$ cat src/rtl/regfile_cc.sv
// Register file with zero-latency read ports, optional write-to-read forwarding,
// and the {N,Z,P} condition-code / branch-enable flops fed from the write-back bus.
module regfile_cc #(
  parameter  int unsigned WIDTH  = 16,
  parameter  int unsigned NREGS  = 8,
  parameter  int unsigned BYPASS = 1,
  localparam int unsigned AW     = $clog2(NREGS)
) (
  input  logic             Clk,
  input  logic             Reset,
  input  logic             LD_REG,
  input  logic [AW-1:0]    DR,
  input  logic [AW-1:0]    SR1,
  input  logic [AW-1:0]    SR2,
  input  logic [WIDTH-1:0] D_in,
  input  logic             LD_CC,
  input  logic             LD_BEN,
  input  logic [2:0]       IR_nzp,
  output logic [WIDTH-1:0] SR1_out,
  output logic [WIDTH-1:0] SR2_out,
  output logic             N,
  output logic             Z,
  output logic             P,
  output logic             BEN
);

  localparam bit         BYPASS_EN = (BYPASS != 0);
  localparam logic [2:0] CC_NEG    = 3'b100;
  localparam logic [2:0] CC_ZERO   = 3'b010;
  localparam logic [2:0] CC_POS    = 3'b001;

  logic [WIDTH-1:0] regs_q [NREGS];
  logic [WIDTH-1:0] regs_d [NREGS];
  logic [2:0]       cc_q;
  logic [2:0]       cc_d;
  logic             ben_q;
  logic             ben_d;

  // Next-state: BEN samples the pre-edge codes, so a same-edge LD_CC is not seen.
  always_comb begin
    regs_d = regs_q;
    cc_d   = cc_q;
    ben_d  = ben_q;
    if (LD_REG) begin
      regs_d[DR] = D_in;
    end
    if (LD_CC) begin
      if (D_in == '0) begin
        cc_d = CC_ZERO;
      end else if (D_in[WIDTH-1]) begin
        cc_d = CC_NEG;
      end else begin
        cc_d = CC_POS;
      end
    end
    if (LD_BEN) begin
      ben_d = |(IR_nzp & cc_q);
    end
  end

  always_ff @(posedge Clk or negedge Reset) begin
    if (!Reset) begin
      for (int i = 0; i < int'(NREGS); i++) begin
        regs_q[i] <= '0;
      end
      cc_q  <= CC_ZERO;
      ben_q <= 1'b0;
    end else begin
      regs_q <= regs_d;
      cc_q   <= cc_d;
      ben_q  <= ben_d;
    end
  end

  // Read ports; forwarding is per port and stays live during reset.
  always_comb begin
    SR1_out = regs_q[SR1];
    SR2_out = regs_q[SR2];
    if (BYPASS_EN && LD_REG && (DR == SR1)) begin
      SR1_out = D_in;
    end
    if (BYPASS_EN && LD_REG && (DR == SR2)) begin
      SR2_out = D_in;
    end
  end

  assign N   = cc_q[2];
  assign Z   = cc_q[1];
  assign P   = cc_q[0];
  assign BEN = ben_q;

endmodule

$ cat config.mk
export PLATFORM = sky130hd
export DESIGN_NAME = regfile_cc
export DESIGN_NICKNAME = d
export VERILOG_FILES = /design/src/rtl/regfile_cc.sv
export SDC_FILE = /design/constraint.sdc
export NUM_CORES = 1
export LEC_CHECK = 0
export CAP_MARGIN = 40
export CORE_MARGIN = 2
export CORE_UTILIZATION = 40
export DETAILED_ROUTE_END_ITERATION = 7
export MAX_ROUTING_LAYER = met4
export SYNTH_ARGS = -nofsm -noshare
export SYNTH_HDL_FRONTEND = slang
export SYNTH_SLANG_ARGS = --single-unit
$ cat constraint.sdc
create_clock -name Clk -period 2.1 [get_ports Clk]
set_input_delay 0.42 -clock Clk [delete_from_list [all_inputs] [get_ports Clk]]
set_output_delay 0.42 -clock Clk [all_outputs]
set_load 0.1 [all_outputs]
==> results of run 1 <==
## cell type report
cell class | instances | area [sq um]
clock inverters | 6 | 105
flip-flops and latches | 132 | 3300
multi-input cells | 286 | 4080
fillers | 1519 | 8590
inverters | 1 | 3.75
well taps | 260 | 325
clock buffers | 26 | 479
repair buffers | 154 | 1940
## cell families (layout without fill, tap and decap cells)
kind of cell	Yosys count	in the layout	synth area share [%]
AOI/OAI and AO/OA	3	3	0.275
xor gates and xnor gates	6	6	0.680
buffers and inverters	51	187	3.84
DFF	132	132	42.8
muxes	258	258	50.6
and+or+nand+nor	19	19	1.86
## cells in the final DEF (no fill, tap or decap), types with 2 or more instances in the layout
cell             Yosys  final
mux2_2             183    136
dfrtp_1            131    131
buf_4                4     67
mux4_2               0     64
mux2_4              11     58
buf_12               0     44
clkdlybuf4s50_1      0     21
clkbuf_16            0     17
clkbuf_1            24      7
buf_16               0      5
dlygate4sd2_1        0      5
nor4_1               4      4
buf_6               10      4
xnor2_1              6      3
xnor2_2              0      3
nand4_1              3      3
nand4b_1             3      3
clkinv_2             0      3
bufinv_16            0      3
buf_8                0      3
nor3_2               2      2
nand2b_1             2      2
nor3b_2              2      2
clkbuf_8             0      2
clkdlybuf4s15_2      0      2
## registers in the layout, indices dropped and copies added (netlist names)
name,cells
BEN,1
cc_q,3
regs_q,128
## power by group
group / switching, mW / total, mW / internal (mW)
logic: 2.34 / 4.71 / 2.36
clock network: 1.04 / 2.96 / 1.92
registers: 0.413 / 3.52 / 3.10
total: 3.79 / 11.2 / 7.39
## through the flow
stage,instances,instance area [sq um]
6_report,865,10200
4_1_cts,859,10200
3_5_place_dp,808,9390
3_3_place_gp,808,9390
2_1_floorplan,469,7840
5_1_grt,865,10200
## per-layer routing
metal | part of all wire [%] | wire length, microns
met5 | 0 | 0
met4 | 1.3 | 269
met3 | 4.8 | 996
met2 | 52 | 10700
met1 | 42 | 8760
## worst paths after layout
kind / start / end / slack (ns) / cells past startpoint
max: regs_q[88] / SR1_out[8] / -0.35 / 4
min: regs_q[71] / regs_q[71] / 0.52 / 1
max reg2reg: regs_q[93] / regs_q[93] / 1.07 / 3
min reg2reg: regs_q[71] / regs_q[71] / 0.52 / 1
max in group asynchronous: Reset / regs_q[67] / 0.92 / 3
min in group asynchronous: Reset / regs_q[58] / 0.53 / 2
## what timing repair did
action	in CTS	in global routing
endpoints found under the setup margin	32	32
setup buffers	12	6
resized for setup	89	11
hold buffers	1	0
gates cloned	6	0
hold endpoints to repair	32	0
pin swaps	1	0
==> summary.md, run 1 <==
Compared with the post-synthesis result, the final layout area differs by 32.5%. For the worst path required time, the log shows 1.68 ns. The type of the setup path with the least slack is flop to primary output. The tools report the pre-CTS worst setup slack as -0.617 ns. Clock tree synthesis found a total of 132 sinks. The time the final worst path needs with I/O delays and setup is 2.45 ns.

For the pin count of the biggest net entering global routing, the log shows 53. For the maximum resistive drop on vdd, the log shows 0.645 mV. The startpoint type of the worst setup path is a flop. The logs give 4773 for the total via count in the routed design and 32000 microns for the global-route wire length before repair. The checks that failed: setup timing.

The initial core utilization was 41.0%; the headroom to the max-slew limit was 65.4%. On the critical path the largest part of the delay comes from multiplexers. The die is 143 microns tall.

The signal on the critical path passes through mux4_2 > mux2_2 > mux2_4 > buf_12. Overall power consumption after layout is estimated at 11.2 mW. The cell chosen for the clock root is clkbuf_16.

The tools report the leakage power as 4.43 nW. TritonCTS built the clock tree. Dominant cell type by area after synthesis: dfrtp_1.

Share of the yosys chip area belonging to registers: 42.8%. The layer flagged by global routing as most heavily used is met2. After technology mapping, the gate count stands at 469. Final hold analysis gives a worst-case slack of 0.523 ns. STA classifies the critical path endpoint as a primary output. For the DRC violations left, the log shows 0.

The tools report the global routing usage on met3 as 5.13%. In the final layout, the share of cells above drive strength 1 is 69.1%. Timing would allow up to 0.408 GHz.

The max-slew violation total from the final report was 0; the mean routed wirelength per cell was 24.0 microns. Once detail routing completed, the nets flagged for antenna violations numbered 0. For the met1 global-route usage, the log shows 28.4%. The path class of the tightest hold or removal check is flop to flop.

The share of synthesized area in the top cell type comes to 42.4%. Input and output buffers added on the ports amount to 68. The tools report the length of the first detailed-routing pass in iterations as 5.

The number of buffers created by CTS is 17. After synthesis, the mean cell area works out to 16.5 sq um. The longest clock path from root to sink contains 2 buffers.

The share of the clock period used by the worst path was 117%; the total grt overflow was 0. The power density normalized to cell area is 1090 nW/um^2, and the total I/O pin count is 69. The count of flip-flops with a built-in enable after synthesis was 0; the area of the placeable core was 18800 sq um.

For the final routed wirelength across all metal layers, the log shows 20700 microns. The commonest cells after synthesis are mux2_2 (183), dfrtp_1 (131), mux4_1 (64). Row generation in the floorplan step produced 50 rows. The tools report the detailed placement HPWL as 13200 microns. From left edge to right edge, the die measures 143 microns. The run finished, with violations left. At the end of routability-driven placement, the weighted congestion stood at 0.784. The cell area that synthesis handed to floorplanning was 7730 sq um. In the post-synthesis netlist, the cell with the most instances is mux2_2. Prevailing post-synth register cell: dfrtp_1. After routing, the total negative slack on setup checks comes to -10.30 ns. The logs give 4 for the total number of H-tree levels and 32 for the final-report setup violation count. The run gives 20400 sq um as the die area.

Ranked by total cell area, the synthesized netlist is headed by dfrtp_1 (42%), mux2_2 (27%), mux4_1 (22%), mux2_4 (2.1%), buf_6 (1.5%). After synthesis, the netlist uses 23 different library cells. The number of antenna violations at the first check in global routing is 0. For the total number of yosys warnings, the log shows 0.

The number of hold violations in the final report was 0; the CTS clock-pin slew for the worst setup and hold paths was 0.06 ns. Highest-delay cell along the critical path: mux4_2. For the total routing usage reported by global routing, the log shows 22.2%. The number of nets in the synthesized netlist is 502.

The largest fanout of any net on the critical path is 3. Setup repair after global routing could not meet its margin everywhere. The run gives 625 as the final layout net count.

The longest individual stage delay on the worst path was 0.47 ns. For the worst-skew pair, the clock arrives at the later sink with an insertion delay of 0.41 ns. Synthesis inferred 132 register bits.

After synthesis, the share of flip-flops with an asynchronous set or reset is 100%. For met2 alone, demand over resource in global routing was 36.0%. The largest clock skew in the final design is 0.00121 ns, and the transition time at the pin with the least slew margin is 0.514 ns.

The detailed router finished its first iteration with 237 violations. The diode insertion count for antenna repair is 0, and the via count normalized by instance count is 5.52. The final worst slack is -0.351 ns, and the total buffers and inverters traversed by the critical path is 1. The data arrival time of the worst path is 2.03 ns.

The tool flagged a number of max-cap violations equal to 0. The final design utilization was 54.4%; the via count of the first global-routing pass was 5221.
No activity file was read; power rests on OpenSTA's default activity.
==> inputs of run 2 (changes only) <==
CORE_MARGIN = 5   (was 2)
==> run 2 against run 1 <==
The run still ends with setup timing left. Worst hold slack worse by 0.049 ns. Cell count down 0.92%. Cell area down 0.93%. Worst setup slack better by 0.0032 ns. Non-clock buffer count down 6. First-iteration DRC count up 0.84%. Flip-flop and latch count unchanged. Via count down 0.54%. Register-to-register slack about the same. Clock power down 6.8%. Clock-buffer cell count down 1. Critical path type is now input port to primary output.
==> summary.md, run 2 (synthesis results as in run 1) <==
The final worst slack was -0.348 ns; the final cell area excluding filler cells was 10100 sq um. In this run the number of H-tree levels came out at 4. Among the stages of the critical path, the cell type that occurs most often is buf_4.

In this run the cell area measured after placement is 9420 sq um. Startpoint type of the worst setup path: an input port. For this design the ratio of total power to cell area is 1080 nW/um^2. The number of flip-flops under the largest register name is 128. The largest individual stage delay along the critical path comes from the cell clkdlybuf4s50_1. The headroom to the max-slew limit was 60.0%. The insertion delay to the later sink of the worst-skew pair is 0.41 ns, and the worst reg-to-reg setup slack is 1.08 ns. In this run the count of I/O pins placed on the die edge is 69. The ratio of cells with drive above 1 in the final layout works out to 68.8%. Summed over all failing endpoints, the final setup total negative slack is -10.53 ns. The path class of the tightest hold or removal check is input port to asynchronous set/reset pin.

The longest individual stage delay on the worst path is 0.46 ns, and the data arrival time of the worst path is 2.03 ns. The run gives 2 as the number of buffers between clock root and the deepest sink. The tool flagged a number of max-cap violations equal to 0.

The time the final worst path needs with I/O delays and setup was 2.45 ns. Die area: 22200 sq um. For this design, the sink count on the clock tree is 132.

At the pin with the least slew margin, the transition time is 0.595 ns. Across the VDD grid, the largest voltage drop is 0.625 mV. The via count of the first global-routing pass is 5135.

The leakage power is 4.36 nW, and the switching part of the total power is 34.5%. The critical path goes through clkdlybuf4s50_1 > buf_4 > xnor2_1 > nand4_1 > buf_4 > mux2_4 > buf_12. The mean routed wirelength per cell is 24.2 microns.

The floorplan step defined a core boundary enclosing 18900 sq um. The tools report the number of buffers created by CTS as 17. The critical path is of the input port to primary output type. The portion of total power attributed to combinational logic is 42.7%, and the sequential fraction of design power is 32.1%.

Setup violations remaining at the end of the flow were counted as 32. TritonCTS built the clock tree. Derived from the worst setup path, the maximum achievable clock frequency is 0.409 GHz. After filler insertion, the fill cell instance count of the layout stands at 1583.

The cell sitting at the root of the clock tree is a clkbuf_16. The run gives 0 as the max-slew violation total from the final report. Setup repair after global routing could not meet its margin everywhere. For the global-route wire length before repair, the log shows 31900 microns. The CTS clock-pin slew for the worst setup and hold paths is 0.05 ns, and the DRC violations left is 0. In this run the vertical extent of the chip is 149 microns. The number of hold violations in the final report came out at 0.

The tools report the number of antenna violations at the first check in global routing as 0. Dividing the final minimum period by the clock period gives 117%. Routability-driven placement finished with a final weighted congestion of 0.775. The clock arrives with 0.000609 ns of skew. The pre-CTS worst setup slack came out at -0.575 ns.

The initial utilization of the core area, before any placement, comes to 40.9%. The power dissipated by switching net loads came out at 3.77 mW. At the worst endpoint, the required time is 1.68 ns. After floorplanning, the core was divided into 50 placement rows.

Summed over all nets, the half-perimeter wirelength after detailed placement is 13500 microns. The internal power consumption came out at 7.16 mW. In the layout the commonest cells are mux2_2 (139), dfrtp_1 (131), mux4_2 (64).

The most common cell after layout, fill and taps aside was mux2_2. The pin count of the biggest net entering global routing was 33. For this run, the detailed router's first-pass iteration total came to 4. The first routing iteration left 239 violations.

The die is 149 microns wide. The via count normalized by instance count was 5.54. The clock network accounts for 25.2% of the total power. Hold timing on the final database bottoms out at a slack of 0.474 ns.

The worst setup path is captured at a primary output. The checks that failed: setup timing. Ranked by flip-flop count, first place goes to regs_q. Summed over all layers, the routed wires come to 20700 microns.

Relative to the synthesized area, the layout overhead comes to 31.3%. After global routing the overflow that remains totals 0. 0 antenna diodes ended up in the layout. The run finished, with violations left. The routed layout has 4747 vias. Total routing usage reported by global routing: 20.0%. The antenna violation net count after detailed routing is 0, and the number of I/O port buffers is 68. Along the worst path, the maximum fanout reaches 8. Final layout net count: 619.
==> run 2: cell types whose count changed in the layout (fill, tap and decap cells not counted), moves of 2 or more <==
cell             before  now
buf_4                67   62
clkbuf_1              7    4
mux2_2              136  139
mux2_4               58   55
buf_12               44   46
buf_8                 3    1
bufinv_16             3    1
clkbuf_8              2    4
clkdlybuf4s50_1      21   23
==> run 2: power groups by stage <==
stage                     Clock (mW)  Combinational [mW]  Sequential [mW]
final                           2.76                4.66             3.51
after detailed placement           0                4.47             3.51
after global routing            2.94                4.86             3.57
after CTS                       2.80                4.66             3.49
after global placement             0                4.42             3.46
after floorplan                    0                3.12             3.41
==> run 2: cell type report <==
cell class,instances,area (sq um),area share [%]
sequential,132,3300,32.6
clock inverter,5,50.0,0.493
clock buffer,25,495,4.89
multi-input combinational,286,4070,40.1
inverter,1,3.75,0.0370
tap,260,325,3.21
timing repair buffer,148,1900,18.7
==> run 2: worst paths after layout <==
path	from	end	depth (start not counted)
setup / recovery	SR2[2]	SR2_out[14]	7
hold / removal	Reset	regs_q[24]	2
setup reg to reg	regs_q[92]	regs_q[92]	3
hold reg to reg	regs_q[22]	regs_q[22]	1
max in group asynchronous	Reset	cc_q[1]	3
min in group Clk	regs_q[22]	regs_q[22]	1
==> run 2: what timing repair did <==
item | in CTS | in global routing
gates resized for setup | 74 | 14
endpoints found under the setup margin | 32 | 32
endpoints found under the hold margin | 21 | 0
pin swaps | 1 | 1
setup buffers | 10 | 2
gates cloned | 6 | 0
hold buffers | 1 | 0
==> run 2: layer usage <==
layer | GRT usage (%) | vias to the layer above | wire length (microns)
met3 | 2.95 | 21 | 646
li1 | - | 2060 | -
met1 | 25.4 | 2550 | 8920
met2 | 33.8 | 116 | 10900
met4 | 5.31 | 0 | 258
met5 | - | - | 0
==> run 2: metrics by stage <==
step	power (mW)	instances	utilization (%)
detailed placement	7.98	808	49.9
global route	11.4	857	53.7
CTS	11.0	855	53.6
finish	10.9	857	53.7
global placement	7.87	808	49.9
floorplan	6.53	469	-
==> run 2: worst max-delay path, delay by kind of cell <==
family	cells	cell delay, ns
xor+xnor	1	0.12
mux	1	0.33
buf+inv	4	1.02
simple gates	1	0.13
